==> config.mk <==
export PLATFORM = sky130hd
export DESIGN_NAME = cpc_matrix_scan
export DESIGN_NICKNAME = d
export VERILOG_FILES = /design/src/rtl/cpc_kbd_pkg.sv /design/src/rtl/cpc_row_debounce.sv /design/src/rtl/cpc_matrix_scan.sv
export SDC_FILE = /design/constraint.sdc
export NUM_CORES = 1
export LEC_CHECK = 0
export CORE_MARGIN = 8
export CORE_UTILIZATION = 40
export CTS_BUF_LIST = sky130_fd_sc_hd__clkbuf_8
export DETAILED_ROUTE_END_ITERATION = 8
export PLACE_DENSITY = 0.56
export RECOVER_POWER = 50
export REMOVE_ABC_BUFFERS = 1
export SETUP_SLACK_MARGIN = 0.15
export SYNTH_ARGS = -nofsm -noshare
export SYNTH_HDL_FRONTEND = slang
export SYNTH_SLANG_ARGS = --single-unit
==> constraint.sdc <==
create_clock -name clk -period 4.5 [get_ports clk]
set_input_delay 1.35 -clock clk [delete_from_list [all_inputs] [get_ports clk]]
set_output_delay 1.35 -clock clk [all_outputs]
set_load 0.01 [all_outputs]
==> src/rtl/cpc_kbd_pkg.sv <==
`default_nettype none
// ============================================================================
// cpc_kbd_pkg
// Shared CPC keyboard constants: row count, valid-column masks, the
// matrix-position to PS/2 set-2 scancode table and the scanner state enum.
// Revision: 1.0 - initial release
// ============================================================================
package cpc_kbd_pkg;

    localparam int CPC_ROWS = 10;

    typedef enum logic [1:0] {
        S_SETTLE = 2'd0,
        S_SAMPLE = 2'd1,
        S_EMIT   = 2'd2
    } scan_state_e;

    // Row 9 only carries DEL on column 7; the joystick lines are ignored.
    localparam logic [7:0] ROW_MASK [CPC_ROWS] = '{
        8'hFF, 8'hFF, 8'hFF, 8'hFF, 8'hFF,
        8'hFF, 8'hFF, 8'hFF, 8'hFF, 8'h80
    };

    // CODE[row][col] : PS/2 set-2 code of the key at that matrix position.
    localparam logic [7:0] CODE [CPC_ROWS][8] = '{
        '{8'h75, 8'h74, 8'h72, 8'h01, 8'h0B, 8'h04, 8'h5A, 8'h78}, // up rt dn F9 F6 F3 ent F.
        '{8'h6B, 8'h11, 8'h83, 8'h0A, 8'h03, 8'h05, 8'h06, 8'h09}, // lt copy F7 F8 F5 F1 F2 F0
        '{8'h71, 8'h54, 8'h5A, 8'h5B, 8'h0C, 8'h12, 8'h5D, 8'h14}, // clr [ ret ] F4 sh \ ctl
        '{8'h55, 8'h4E, 8'h0E, 8'h4D, 8'h4C, 8'h52, 8'h4A, 8'h49}, // ^ - @ P ; : / .
        '{8'h45, 8'h46, 8'h44, 8'h43, 8'h4B, 8'h42, 8'h3A, 8'h41}, // 0 9 O I L K M ,
        '{8'h3E, 8'h3D, 8'h3C, 8'h35, 8'h33, 8'h3B, 8'h31, 8'h29}, // 8 7 U Y H J N spc
        '{8'h36, 8'h2E, 8'h2D, 8'h2C, 8'h34, 8'h2B, 8'h32, 8'h2A}, // 6 5 R T G F B V
        '{8'h25, 8'h26, 8'h24, 8'h1D, 8'h1B, 8'h23, 8'h21, 8'h22}, // 4 3 E W S D C X
        '{8'h16, 8'h1E, 8'h76, 8'h15, 8'h0D, 8'h1C, 8'h58, 8'h1A}, // 1 2 esc Q tab A caps Z
        '{8'h00, 8'h00, 8'h00, 8'h00, 8'h00, 8'h00, 8'h00, 8'h66}  // joystick..., DEL
    };

endpackage
`default_nettype wire

==> src/rtl/cpc_row_debounce.sv <==
`default_nettype none
// ============================================================================
// cpc_row_debounce
// Per-row candidate state and agreement counter; decides when a row sample
// that differs from the accepted state has been seen often enough.
// Revision: 1.0 - initial release
// ============================================================================
module cpc_row_debounce
    import cpc_kbd_pkg::*;
#(
    parameter int DEBOUNCE = 2
) (
    input  logic       clk,
    input  logic       reset_n,
    input  logic       ce,
    input  logic [3:0] row_i,
    input  logic       sample_i,
    input  logic [7:0] sample_bits_i,
    input  logic [7:0] stable_bits_i,
    input  logic       clear_i,
    output logic       accept_o,
    output logic [7:0] pend_o
);

    logic [CPC_ROWS-1:0][7:0] pend_q;
    logic [CPC_ROWS-1:0][1:0] cnt_q;
    logic [7:0]               pend_d;
    logic [1:0]               cnt_d;

    // Candidate/count update for the row currently being sampled.
    always_comb begin
        pend_d = pend_q[row_i];
        cnt_d  = cnt_q[row_i];
        if (sample_bits_i == stable_bits_i) begin
            cnt_d = 2'd0;
        end else if (sample_bits_i == pend_q[row_i]) begin
            cnt_d = cnt_q[row_i] + 2'd1;
        end else begin
            pend_d = sample_bits_i;
            cnt_d  = 2'd1;
        end
    end

    // Only meaningful while sampling; the scanner ignores it otherwise.
    assign accept_o = (cnt_d == 2'(DEBOUNCE));
    assign pend_o   = pend_q[row_i];

    // Commit the update on a sample, drop the count once a row is emitted.
    always_ff @(posedge clk or negedge reset_n) begin
        if (!reset_n) begin
            pend_q <= '0;
            cnt_q  <= '0;
        end else if (ce) begin
            if (sample_i) begin
                pend_q[row_i] <= pend_d;
                cnt_q[row_i]  <= cnt_d;
            end else if (clear_i) begin
                cnt_q[row_i] <= 2'd0;
            end
        end
    end

endmodule
`default_nettype wire

==> src/rtl/cpc_matrix_scan.sv <==
`default_nettype none
// ============================================================================
// cpc_matrix_scan
// Scans a CPC keyboard matrix row by row, debounces the active-low column
// returns and emits per-key press/release events with PS/2 set-2 codes.
// Revision: 1.0 - initial release
// ============================================================================
module cpc_matrix_scan
    import cpc_kbd_pkg::*;
#(
    parameter int SETTLE   = 16,
    parameter int DEBOUNCE = 2
) (
    input  logic       clk,
    input  logic       reset_n,
    input  logic       ce,
    output logic [3:0] Y,
    input  logic [7:0] X,
    output logic       key_strobe,
    output logic       key_pressed,
    output logic [7:0] key_code
);

    scan_state_e              state_q, state_d;
    logic [3:0]               y_q, y_d, y_next;
    logic [7:0]               settle_q, settle_d;
    logic [CPC_ROWS-1:0][7:0] stable_q, stable_d;
    logic                     key_pressed_q, key_pressed_d;
    logic [7:0]               key_code_q, key_code_d;
    logic                     key_strobe_d;

    logic [7:0] sample_bits;
    logic [7:0] pend_row;
    logic [7:0] diff;
    logic [7:0] remain;
    logic [2:0] col;
    logic       accept;
    logic       sample_en;
    logic       clear_en;

    assign sample_bits = ~X & ROW_MASK[y_q];
    assign y_next      = (y_q == 4'd9) ? 4'd0 : y_q + 4'd1;
    assign sample_en   = (state_q == S_SAMPLE);
    assign clear_en    = (state_q == S_EMIT) && (remain == 8'd0);

    cpc_row_debounce #(
        .DEBOUNCE (DEBOUNCE)
    ) u_debounce (
        .clk           (clk),
        .reset_n       (reset_n),
        .ce            (ce),
        .row_i         (y_q),
        .sample_i      (sample_en),
        .sample_bits_i (sample_bits),
        .stable_bits_i (stable_q[y_q]),
        .clear_i       (clear_en),
        .accept_o      (accept),
        .pend_o        (pend_row)
    );

    // Lowest differing column of the current row and what is left after it.
    always_comb begin
        diff = pend_row ^ stable_q[y_q];
        col  = 3'd0;
        for (int i = 7; i >= 0; i--) begin
            if (diff[i]) begin
                col = 3'(i);
            end
        end
        remain = diff & ~(8'd1 << col);
    end

    // Next-state, row advance and event generation; everything holds when ce is low.
    always_comb begin
        state_d       = state_q;
        y_d           = y_q;
        settle_d      = settle_q;
        stable_d      = stable_q;
        key_code_d    = key_code_q;
        key_pressed_d = key_pressed_q;
        key_strobe_d  = 1'b0;
        if (ce) begin
            case (state_q)
                S_SETTLE: begin
                    if (settle_q == 8'(SETTLE - 1)) begin
                        settle_d = 8'd0;
                        state_d  = S_SAMPLE;
                    end else begin
                        settle_d = settle_q + 8'd1;
                    end
                end
                S_SAMPLE: begin
                    if (accept) begin
                        state_d = S_EMIT;
                    end else begin
                        y_d     = y_next;
                        state_d = S_SETTLE;
                    end
                end
                S_EMIT: begin
                    if (diff != 8'd0) begin
                        key_strobe_d         = 1'b1;
                        key_code_d           = CODE[y_q][col];
                        key_pressed_d        = pend_row[col];
                        stable_d[y_q][col]   = pend_row[col];
                    end
                    // Leave on the cycle of the last event so no idle EMIT cycle is spent.
                    if (remain == 8'd0) begin
                        y_d     = y_next;
                        state_d = S_SETTLE;
                    end
                end
                default: begin
                    state_d = S_SETTLE;
                end
            endcase
        end
    end

    // Scanner state registers.
    always_ff @(posedge clk or negedge reset_n) begin
        if (!reset_n) begin
            state_q       <= S_SETTLE;
            y_q           <= 4'd0;
            settle_q      <= 8'd0;
            stable_q      <= '0;
            key_code_q    <= 8'd0;
            key_pressed_q <= 1'b0;
        end else begin
            state_q       <= state_d;
            y_q           <= y_d;
            settle_q      <= settle_d;
            stable_q      <= stable_d;
            key_code_q    <= key_code_d;
            key_pressed_q <= key_pressed_d;
        end
    end

    // Event outputs are valid in the EMIT cycle itself and held afterwards.
    assign Y           = y_q;
    assign key_strobe  = key_strobe_d;
    assign key_pressed = key_pressed_d;
    assign key_code    = key_code_d;

endmodule
`default_nettype wire

Yosys cells after proc, flatten, opt, wreduce, memory -nomap -nowiden
Memories as Yosys holds them, arrays and structs flattened.
Cells that the tools add are included.
{ "classes": {"n_shift": 1, "div_mod_pow": 0, "n_eq_ne": 10, "addsub": 3, "mux": 58, "bitwise_logic": 9, "multipliers": 0, "order_cmp": 6, "reduce_logical": 14} }
{ "ops": {"columns": ["operator", "count"], "rows": [
  ["80-bit bitwise mux", 2],
  ["64-bit two-way mux", 2],
  ["8-bit two-way mux", 14],
  ["8-bit binary-select mux with 4-bit select", 2],
  ["8-bit demux with 4-bit select", 2],
  ["20-bit two-way mux", 2],
  ["8-bit binary-select mux with 3-bit select", 1],
  ["3-bit two-way mux", 8],
  ["20-bit AND", 1],
  ["20-bit bitwise mux", 1],
  ["20-bit inverter", 1],
  ["8-bit AND", 2],
  ["8-bit == test", 2],
  ["8-bit inverter", 2],
  ["2-bit two-way mux", 7],
  ["4-bit two-way mux", 3],
  ["8-bit by 1-bit adder with 8-bit output (second input constant)", 1],
  ["2-bit binary-select mux with 4-bit select", 1],
  ["2-bit demux with 4-bit select", 1],
  ["8-bit by 4-bit == test with 1-bit output (second input constant)", 1],
  ["8-bit zero test", 1],
  ["1-bit two-way mux", 8],
  ["4-bit one-hot mux with 2 select lines", 1],
  ["8-bit nonzero test", 1],
  ["other kinds (26)", 34]
]} }
{ "totals": {"word_cells": 138, "ramBits": 0, "in_bits": 11, "ff_bits": 203, "out_inout_bits": 14, "romBits": 1152, "n_memories": 2, "latch_bits": 0} }
{ "mem_list": {"columns": ["name", "words", "word_bits", "rd", "rd_clocked_by_memory_dff", "write_ports", "line_no", "source"], "rows": [
  ["(name not given)", 16, 64, 1, 0, 0, "cpc_matrix_scan.sv:103", "key_code_d = CODE[y_q][col];"],
  ["(name not given)", 16, 8, 1, 0, 0, "cpc_matrix_scan.sv:41", "assign sample_bits = ~X & ROW_MASK[y_q];"]
]} }

Logic depth before layout (Yosys ltp)
Gate-level depths: netlist of the first run.
{ "logic_depth": {"ltp_word": 18, "ltp_mapped": 17, "mapped_depth_nobuf": 12} }

Hierarchy
A second synthesis of the first run with hierarchy kept.
{ "unflattened": {"hier_cells": 1196, "area_unflattened_um2": 11698.7} }
{ "by_module_without_submodules": {"columns": ["mod", "area_per_inst_um2", "cells_per_inst", "n_inst", "seq_area_each_um2"], "rows": [
  ["cpc_matrix_scan", 6698.9, 694, 1, 2577.5],
  ["cpc_row_debounce", 4999.8, 502, 1, 2502.4]
]} }

Worst setup path before layout of the first run
OpenSTA, ideal clock, no wires.
{ "synth_timing": {"path_kind": "reg2out", "from": "register y_q[0], in the netlist Y[0]", "to": "output key_code[2]", "arrival_time_ns": 3.514, "setup_slack_ns": -0.364, "stages_incl_launch_ff": 16, "required_time_ns": 3.150, "path_buffers": 5, "path_cell_list": "dfrtp_1 > buf_6 > buf_8 > buf_8 > mux2i_1 > o22ai_1 > o21a_2 > a211oi_4 > nor2_2 > a221oi_4 > buf_6 > buf_2 > mux2_2 > a21oi_1 > o31ai_1 > a31oi_1"} }
{ "synth_between": {"elab_chain_cells": 18, "word_cells_on_any_way": 25, "cone_classes": "20 x mux; 3 x bitwise; 1 x reduce/logical; 1 x memory"} }
{ "synth_lines": {"columns": ["element", "line_no", "source"], "rows": [
  ["start, declared", "cpc_matrix_scan.sv:25", "logic [3:0] y_q, y_d, y_next;"],
  ["start signal, assigned", "cpc_matrix_scan.sv:131", "y_q <= y_d;"],
  ["8-bit binary-select mux with 4-bit select (on tied branches)", "cpc_row_debounce.sv:46, cpc_matrix_scan.sv:63", null],
  ["8-bit two-way mux (on tied branches)", "cpc_row_debounce.sv:46, cpc_matrix_scan.sv:63", null],
  ["8-bit XOR", "cpc_matrix_scan.sv:63", "diff = pend_row ^ stable_q[y_q];"],
  ["3-bit two-way mux (8 in series)", "cpc_matrix_scan.sv:66", "if (diff[i]) begin"],
  ["3-bit inverter with 4-bit output (not written as such)", "cpc_matrix_scan.sv:103", null],
  ["8-bit binary-select mux with 3-bit select", "cpc_matrix_scan.sv:103", null],
  ["8-bit two-way mux (not written as such) (2 in series)", "cpc_matrix_scan.sv:103", null],
  ["8-bit two-way mux (*)", "cpc_matrix_scan.sv:101", "if (diff != 8'd0) begin"],
  ["8-bit two-way mux (*)", "cpc_matrix_scan.sv:83", "case (state_q)"],
  ["8-bit two-way mux (*)", "cpc_matrix_scan.sv:82", "if (ce) begin"],
  ["end, declared", "cpc_matrix_scan.sv:21", "output logic [7:0] key_code"]
]} }
Mark *: on every way between the ends. The rest lies on a longest branch, timed or not. The select of a mux whose other input is x is not followed.

Worst setup path after layout of the first run
{ "layout_timing": {"from": "register y_q[0], in the netlist Y[0]", "to": "output key_code[3]"} }
The elaborated chain is that of the path after synthesis.

==> results of run 1 <==
==> layer usage <==
| layer | global-route usage | vias to the layer above | part of all wire |
|---|---|---|---|
| met1 | 0.2836 | 4931 | 0.45 |
| met5 | 0 | - | 0 |
| met2 | 0.3360 | 328 | 0.46 |
| met4 | 0.08522 | 0 | 0.036 |
| met3 | 0.03766 | 98 | 0.056 |
| li1 | - | 4627 | - |
==> cell type report <==
type	instances	area, µm²	area share
Timing Repair Buffer	228	2067	0.1399
Inverter	11	48.80	0.003302
Multi-Input combinational cell	889	6354	0.4299
Sequential cell	203	5084	0.3440
Tap cell	384	480.5	0.03251
Clock inverter	17	95.09	0.006435
Clock buffer	47	646.9	0.04377
Antenna cell	1	2.502	0.0001693
==> what timing repair did <==
action,CTS,global route
hold endpoints to repair,0,0
pin swaps,35,13
gates cloned,6,0
endpoints found under the setup margin,10,90
resized for setup,102,32
buffers inserted,22,4
==> synthesized netlist by cell type, types with 9 or more instances <==
cell        n  area, µm²
dfrtp_1   203       5080
mux2_2     96       1081
o21a_1     10      75.07
buf_6      19      214.0
o22ai_1    40      250.2
a211oi_1   12      90.09
a21oi_1    71      355.3
mux2_1     22      247.7
o21ai_1    12      60.06
o21ai_0    53      265.3
mux2i_1    86      860.8
nor2_1    135      506.7
buf_2      17      85.08
and3_1      9      56.30
nand3_1    26      130.1
xnor2_1    16      140.1
nand2_1   134      503.0
clkbuf_1   31      116.4
nor3_1     12      60.06
==> state kept, by name (all words and copies together), names as in the netlist <==
| register | flops |
|---|---|
| stable_q | 80 |
| u_debounce.cnt_q | 20 |
| key_pressed_q | 1 |
| settle_q | 8 |
| state_q | 2 |
| key_code_q | 8 |
| Y | 4 |
| u_debounce.pend_q | 80 |
==> cells by family (layout without fill, tap and decap cells) <==
kind of cell	after synthesis	after routing
adder cells (fa/ha/maj)	8	8
AND/OR/NAND/NOR	380	380
other	0	1
XOR/XNOR	23	23
buffers and inverters	84	303
multiplexers	208	208
flip-flops	203	203
AO/OA/AOI/OAI	269	270
==> report_power, final <==
part / switching (mW) / internal, mW / leakage, nW
clock network: 0.770 / 0.990 / 0.431
logic: 3.92 / 2.92 / 3.53
registers: 0.0933 / 1.96 / 2.80
total: 4.79 / 5.87 / 6.76
==> stage by stage <==
step / total power, mW / hold WS (ns) / utilization / std cells / setup slack, ns
final: 10.66 / 0.4648 / 0.5149 / 1780 / -0.9740
after global routing: 11.16 / 0.4937 / 0.5148 / 1779 / -1.101
after CTS: 10.32 / 0.4677 / 0.5104 / 1775 / -0.9472
after detailed placement: 7.677 / 0.4560 / 0.4637 / 1683 / -0.8579
after global placement: 7.682 / 0.4590 / 0.4637 / 1683 / -0.8978
after floorplan: 5.081 / 0.4372 / - / 1102 / -3.954
==> how the worst max path moves through the flow <==
| stage | slack (ns) | cells past startpoint | end |
|---|---|---|---|
| after floorplan | -3.95 | 10 | key_pressed |
| after global placement | -0.90 | 14 | key_code[3] |
| after detailed placement | -0.86 | 14 | key_code[3] |
| after CTS | -0.95 | 20 | key_code[3] |
| after global routing | -1.10 | 18 | key_code[3] |
| final | -0.97 | 17 | key_code[3] |
==> flow_summary.toml, run 1 <==
[outcome]
outcome = "complete, but fails checks"
violations = "capacitance limit, slew limit, setup timing"

[logic_synthesis]
synth-compound-area-share = 0.1507
synth-edff-count = 0
yosys.area_share.xor_xnor = 0.01859
syn_avg_cell_area_um2 = 9.912
synth_top_family_by_area = "multiplexers"
postSynth.asyncResetShare = 1.000
synth.distinct_cells = 79
synth_seq_cells = 203
muxShareOfSynthArea = 0.1957
ys_warn_count = 0
netlist_instances = 1175
syn-cell-area_um2 = 11650
synth_flop_cell = "dfrtp_1"
yosys.area_share.adder = 0.008595
yosysSeqAreaShare = 0.4362
synth_simple_gate_area_frac = 0.1457

[die]
core_area_um2 = 28700
die_w_um = 186.6
die_h_um = 186.6
dieArea_um2 = 34830
initial_core_util = 0.4058
ios = 25
fp-row-count = 62

[clocking]
cts_made_buffers = 38
cts.clk_slew.worst_paths_ns = 0.06
clk_latency_ns = 0.53
clockRootBuffer = "clkbuf_8"
cts_sinks = 203
h-tree-depth = 2
cts_hold_buf = 0
cts_buffer_depth = 3
cts_tree = "built"

[worst_setup_path]
cp_max_fo = 5
critPathKind = "register to output port"
cp_data_required_time_ns = 3.15
path_common_cell = "buf_4"
timing.rr.end = "u_debounce.cnt_q[13]"
slowest_stage = "dfrtp_4"
worstSetupStartpoint = "Y[0]"
cp.arrival_ns = 4.12
path_cells = "buf_8, buf_12, buf_16, mux2i_1, o22ai_1, o21ai_2, a211oi_2, buf_4, buf_4, nor4bb_4, o311ai_4, and2_4, and3_4, o21a_1, o31a_1, a221o_1, buf_2"
worstReg2RegStart = "Y[0]"
reg2reg_depth = 17
path_buf_inv = 6
startpoint_type = "register"
endpoint_kind = "output port"
critPathMaxStageDelay_ns = 0.51
reg2reg_slack_ns = 0.30
critical_path.top_delay_family = "compound AO/OA/AOI/OAI gates"

[sta]
worst_slack_ns = -0.9740
relSlewSlack = -1.093
timing.fmax_mhz = 182.7
fin_skew_ns = 0.01384
slew_viol_final = 55
rsz0062_at_grt = "true"
hold_viol = 0
setup_viol = 10
fin_crit_sh = 1.216
finalWorstPathRequiredPeriod_ns = 5.474
worst_pin_slew_ns = 3.140
tns_ns = -7.890

[layout]
drive_gt1_frac = 0.3154
final_area_um2 = 14780
final_common_cell = "dfrtp_1"
nets = 1390
synthToLayoutAreaGrowth_pct = 26.89
final_cell_mix = "202 x dfrtp_1, 166 x buf_4, 134 x nor2_1, 130 x nand2_1, 95 x mux2_2"
fillers = 2658

[pwr]
power-per-cell-area_nw_per_um2 = 721.3
irDropWorstVdd_mv = 0.8625
cellLeakagePower_nw = 6.763

[drt]
dr.pass1.iters = 5
drc = 0
avgViaCountPerCell = 5.609
num_vias = 9984
drtIter0Drc = 695
post_drt_wl_per_cell_um = 21.03
ant_nets = 0
wl_um = 37440

[place]
routabilityCongestion = 0.9392
numPortBuffers = 24
postPlaceCellArea_um2 = 13310
place_hpwl_um = 25870

[global_routing]
grt_max_degree = 93
grt_overflow = 0
antenna_found_initial = 0
grt_pass1_vias = 10260
grt_pass1_wl_um = 59030
gr-usage-all-layers = 0.2120

[min_path]
hold_depth = 1
hold_class = "register to register"
whs_endpoint = "settle_q[7]"
hold_start = "settle_q[7]"

[flow_run]
maxCapViolCount = 1
(Power assumes the default switching activity.)
==> run 2, diff against run 1 <==
--- a/constraint.sdc
+++ b/constraint.sdc
@@ -3,2 +3,2 @@
 set_output_delay 1.35 -clock clk [all_outputs]
-set_load 0.01 [all_outputs]
+set_load 0.005 [all_outputs]
==> run 2 against run 1 <==
Sequential share of layout area up 0.10 points. Critical path type unchanged. Fmax fell by 1.3%. Cell count is 0.45% higher. Clock skew grew 0.019 ns. Clock power shrank 2%. First-iteration DRC count rose by 33%. The run still ends with capacitance limit, slew limit, setup timing left. Largest power group unchanged.
==> flow_summary.toml, run 2 (synthesis gave the netlist of run 1 again) <==
[outcome]
outcome = "complete, but fails checks"
violations = "capacitance limit, slew limit, setup timing"

[sta]
timing.fmax_mhz = 180.2
worst_slack_ns = -1.049
relSlewSlack = -0.7464
fin_crit_sh = 1.233
slew_viol_final = 98
worst_pin_slew_ns = 2.620
hold_viol = 0
rsz0062_at_grt = "true"
setup_viol = 10
fin_skew_ns = 0.03236
tns_ns = -8.192
finalWorstPathRequiredPeriod_ns = 5.549

[die]
die_h_um = 186.6
fp-row-count = 62
die_w_um = 186.6
dieArea_um2 = 34830
ios = 25
initial_core_util = 0.4058
core_area_um2 = 28700

[drt]
ant_nets = 0
wl_um = 37030
drc = 0
num_vias = 9866
dr.pass1.iters = 5
drtIter0Drc = 923
post_drt_wl_per_cell_um = 20.71
avgViaCountPerCell = 5.518

[min_path]
hold_class = "register to register"
hold_start = "key_code_q[7]"
whs_endpoint = "key_code_q[7]"
hold_depth = 1

[place]
numPortBuffers = 24
place_hpwl_um = 25730
routabilityCongestion = 0.9204
postPlaceCellArea_um2 = 13380
dp_cells = 1686

[layout]
diodes = 0
final_common_cell = "dfrtp_1"
synthToLayoutAreaGrowth_pct = 26.51
final_util = 0.5133
instances_no_fill = 1788
drive_gt1_frac = 0.3241
final_cell_mix = "202 x dfrtp_1, 176 x buf_4, 131 x nor2_1, 129 x nand2_1, 95 x mux2_2"
final_area_um2 = 14730
reg_top3 = "stable_q x80, u_debounce.pend_q x80, u_debounce.cnt_q x20"
nets = 1394

[clocking]
cts_tree = "built"
cts_hold_buf = 0
clk_latency_ns = 0.54
cts_made_buffers = 37
h-tree-depth = 2
cts.clk_slew.worst_paths_ns = 0.06
cts_buffer_depth = 3
cts_sinks = 203
clockRootBuffer = "clkbuf_8"

[pwr]
finalPower_mw = 10.83
cellLeakagePower_nw = 6.760
irDropWorstVdd_mv = 1.228
power-per-cell-area_nw_per_um2 = 734.9

[global_routing]
gr-usage-all-layers = 0.2082
grt_pass1_wl_um = 58080
grt_pass1_vias = 9911
grt_overflow = 0
antenna_found_initial = 0
grt_max_degree = 98

[worst_setup_path]
reg2reg_slack_ns = 0.31
cp.arrival_ns = 4.20
worstReg2RegStart = "Y[0]"
timing.rr.end = "u_debounce.cnt_q[15]"
startpoint_type = "register"
endpoint_kind = "output port"
reg2reg_depth = 16
cp_data_required_time_ns = 3.15
cp_max_fo = 8
critPathKind = "register to output port"

[flow_run]
maxCapViolCount = 1
run 2: cell count changes in the layout (fill, tap and decap cells not counted), moves of 3 or more:
cell | before | now
buf_4 | 166 | 176
clkinv_2 | 1 | 9
a311oi_1 | 6 | 3
buf_8 | 4 | 1
clkbuf_2 | 1 | 4
nand2_2 | 1 | 4
nor2_1 | 134 | 131
o21ai_2 | 10 | 13
xor2_2 | 0 | 3
xor2_4 | 3 | 0
run 2: worst max path at each step:
stage	from	end	cells after the start	slack, ns
after floorplan	Y[0]	key_pressed	10	-3.89
after global placement	Y[0]	key_code[3]	15	-0.80
after detailed placement	Y[0]	key_code[3]	14	-0.81
after CTS	Y[0]	key_code[3]	19	-1.06
after global routing	Y[0]	key_code[3]	18	-1.20
final	Y[0]	key_code[3]	17	-1.05
run 2: cell type report:
cell class              count  area [µm²]
fillers                  2661       13970
multi-input cells         888        6312
flip-flops and latches    203        5084
repair buffers            234        2086
clock buffers              46       633.1
well taps                 384       480.5
clock inverters            22       97.59
inverters                  11       41.29
run 2: metal layers:
| metal | global-route usage | up-vias | wire (µm) |
|---|---|---|---|
| li1 | - | 4621 | - |
| met1 | 0.2967 | 4927 | 17560 |
| met2 | 0.3227 | 246 | 16700 |
| met3 | 0.02890 | 72 | 1750 |
| met4 | 0.06536 | 0 | 1015 |
| met5 | 0 | - | 0 |
run 2: worst max-delay path: stages, from the launching register on:
cell	delay (ns)
dfrtp_4	0.57
buf_6	0.16
buf_16	0.14
mux2i_1	0.15
o22ai_1	0.12
o21ai_2	0.21
a211oi_2	0.09
buf_4	0.15
buf_6	0.11
nor4bb_4	0.32
buf_4	0.17
o311ai_4	0.13
and2_4	0.21
and3_1	0.19
o21a_1	0.17
o31a_1	0.30
a221o_1	0.32
buf_2	0.15
run 2: power by group:
group / internal, mW / total, mW / leakage, nW / switching, mW
Combinational: 3.13 / 7.04 / 3.53 / 3.91
Clock: 0.926 / 1.72 / 0.430 / 0.791
Sequential: 1.96 / 2.07 / 2.80 / 0.108
Total: 6.02 / 10.8 / 6.76 / 4.81
run 2: metrics by stage:
| stage | hold slack, ns | setup WS, ns |
|---|---|---|
| 2_1_floorplan | 0.4372 | -3.890 |
| 4_1_cts | 0.4714 | -1.061 |
| 5_1_grt | 0.5017 | -1.202 |
| 6_report | 0.4658 | -1.049 |
| 3_3_place_gp | 0.4591 | -0.8035 |
| 3_5_place_dp | 0.4607 | -0.8126 |
run 2: what timing repair did:
action                     CTS  global route
pin swaps                   28            31
cloned                       4             1
setup buffers               23             6
setup endpoints to repair   10            55
gates resized for setup     80            33
==> run 3, diff against run 2 <==
- GPL_ROUTABILITY_DRIVEN: not set -> 0
==> run 3 against run 2 <==
The run still ends with capacitance limit, slew limit, setup timing left. Non-clock buffer count shrank 4. Core utilization is 0.27 points higher. Cell count is 0.45% lower. Clock skew fell by 0.013 ns. Total power rose by 2.3%. Combinational power increased by 2%. Via count is 2.2% higher. First-iteration DRC count up 7.2%. Worst setup slack better by 0.020 ns. Critical path type unchanged. Largest power group unchanged.
==> flow_summary.toml, run 3 (synthesis gave the netlist of run 1 again) <==
[pwr]
p_clk_frac = 0.163
swShare = 0.4442
p_comb_frac = 0.650
finalPower_mw = 11.07
cellLeakagePower_nw = 6.774
internal-power_mw = 6.155
irDropWorstVdd_mv = 0.9864
p_switching_mw = 4.919
power-per-cell-area_nw_per_um2 = 747.7
seqPwrFrac = 0.187

[global_routing]
grt_pass1_vias = 10060
grt_overflow = 0
grt_max_degree = 104
grt_pass1_wl_um = 57850
gr-usage-all-layers = 0.2059
antenna_found_initial = 0

[clocking]
cts_made_buffers = 39
h-tree-depth = 2
clk_latency_ns = 0.53
cts_sinks = 203
cts_buffer_depth = 3
cts_tree = "built"
clockRootBuffer = "clkbuf_8"
cts.clk_slew.worst_paths_ns = 0.06

[layout]
synthToLayoutAreaGrowth_pct = 27.17
final_area_um2 = 14810
final_util = 0.5160
final_common_cell = "dfrtp_1"
diodes = 0
reg_top3 = "stable_q x80, u_debounce.pend_q x80, u_debounce.cnt_q x20"
final_cell_mix = "202 x dfrtp_1, 168 x buf_4, 131 x nor2_1, 129 x nand2_1, 94 x mux2_2"
drive_gt1_frac = 0.3238
nets = 1392

[die]
initial_core_util = 0.4058
ios = 25
dieArea_um2 = 34830
core_area_um2 = 28700
fp-row-count = 62
die_h_um = 186.6
die_w_um = 186.6

[sta]
finalWorstPathRequiredPeriod_ns = 5.529
slew_viol_final = 104
hold_viol = 0
fin_skew_ns = 0.01963
worst_slack_ns = -1.029
worst_pin_slew_ns = 2.748
timing.fmax_mhz = 180.9
fin_crit_sh = 1.229
relSlewSlack = -0.8317
setup_viol = 10
rsz0062_at_grt = "true"

[place]
place_hpwl_um = 25140
postPlaceCellArea_um2 = 13240
numPortBuffers = 24

[worst_setup_path]
cp_data_required_time_ns = 3.15
reg2reg_slack_ns = 0.25
cp.arrival_ns = 4.18
cp_max_fo = 7
timing.rr.end = "stable_q[6]"
startpoint_type = "register"
critPathKind = "register to output port"
endpoint_kind = "output port"
worstReg2RegStart = "Y[0]"
reg2reg_depth = 19

[drt]
drtIter0Drc = 989
ant_nets = 0
wl_um = 37040
num_vias = 10080
avgViaCountPerCell = 5.662
dr.pass1.iters = 6
drc = 0
post_drt_wl_per_cell_um = 20.81

[outcome]
violations = "capacitance limit, slew limit, setup timing"
outcome = "complete, but fails checks"

[min_path]
hold_class = "register to register"
hold_depth = 1
whs_endpoint = "settle_q[7]"
hold_start = "settle_q[7]"

[flow_run]
maxCapViolCount = 1
## run 3: cell count changes in the layout (fill, tap and decap cells not counted), sizes merged
cell | previous run | this run
clkinv | 10 | 1
buf | 212 | 209
inv | 22 | 25
bufinv | 0 | 2
clkbuf | 52 | 54
clkdlybuf4s15 | 1 | 0
clkinvlp | 1 | 0
dlygate4sd2 | 1 | 0
## run 3: worst max-delay path by stage
stage               start  slack, ns  cells after the start          end
global placement     Y[0]      -0.85                     14  key_code[0]
global route         Y[0]      -1.16                     16  key_code[3]
finish               Y[0]      -1.03                     16  key_code[3]
detailed placement   Y[0]      -0.88                     14  key_code[3]
CTS                  Y[0]      -1.01                     16  key_code[3]
floorplan            Y[0]      -3.89                     10  key_pressed
## run 3: area by class of cell
class                      count  area [µm²]
fill                        2636       13890
inverter                      11       48.80
tap                          384       480.5
clock inverter                17       116.4
sequential                   203        5084
multi-input combinational    888        6399
clock buffer                  47       646.9
timing repair buffer         230        2036
## run 3: power groups by stage
stage / combinational, mW / clock (mW) / sequential, mW
global placement: 5.54 / 0 / 2.09
CTS: 6.57 / 1.86 / 2.07
detailed placement: 5.55 / 0 / 2.09
floorplan: 2.83 / 0 / 2.24
global route: 7.56 / 1.95 / 2.09
finish: 7.19 / 1.81 / 2.07
## run 3: stage by stage
step | setup TNS [ns] | hold slack [ns] | cells | worst slack (ns)
after global routing | -9.793 | 0.4993 | 1780 | -1.156
after global placement | -7.544 | 0.4611 | 1672 | -0.8476
after floorplan | -387.97 | 0.4372 | 1102 | -3.890
final | -8.541 | 0.4733 | 1780 | -1.029
after CTS | -8.286 | 0.4831 | 1774 | -1.007
after detailed placement | -7.650 | 0.4662 | 1672 | -0.8803
## run 3: per-layer routing
layer | share of wire | vias up | track usage
met2 | 0.45 | 379 | 0.3140
met3 | 0.057 | 100 | 0.03617
met5 | 0 | - | 0
met1 | 0.46 | 4957 | 0.2867
met4 | 0.036 | 0 | 0.08155
li1 | - | 4643 | -
## run 3: what timing repair did
action | CTS | global route
hold buffers | 0 | 0
pin swaps | 46 | 31
resized for setup | 113 | 37
setup endpoints to repair | 10 | 10
gates cloned | 3 | 1
setup buffers | 35 | 5
## run 3: critical path, cell delays in order (launching register included)
cell and delay, ns:
dfrtp_4 0.56, bufbuf_16 0.31, mux2_2 0.22, nand3_1 0.14, a211oi_2 0.26, buf_4 0.16
o211ai_1 0.20, a221oi_4 0.40, o21bai_4 0.11, buf_6 0.13, buf_6 0.12, nor2_4 0.10
nor4_4 0.05, buf_4 0.13, o31a_1 0.27, a221o_1 0.33, buf_2 0.16
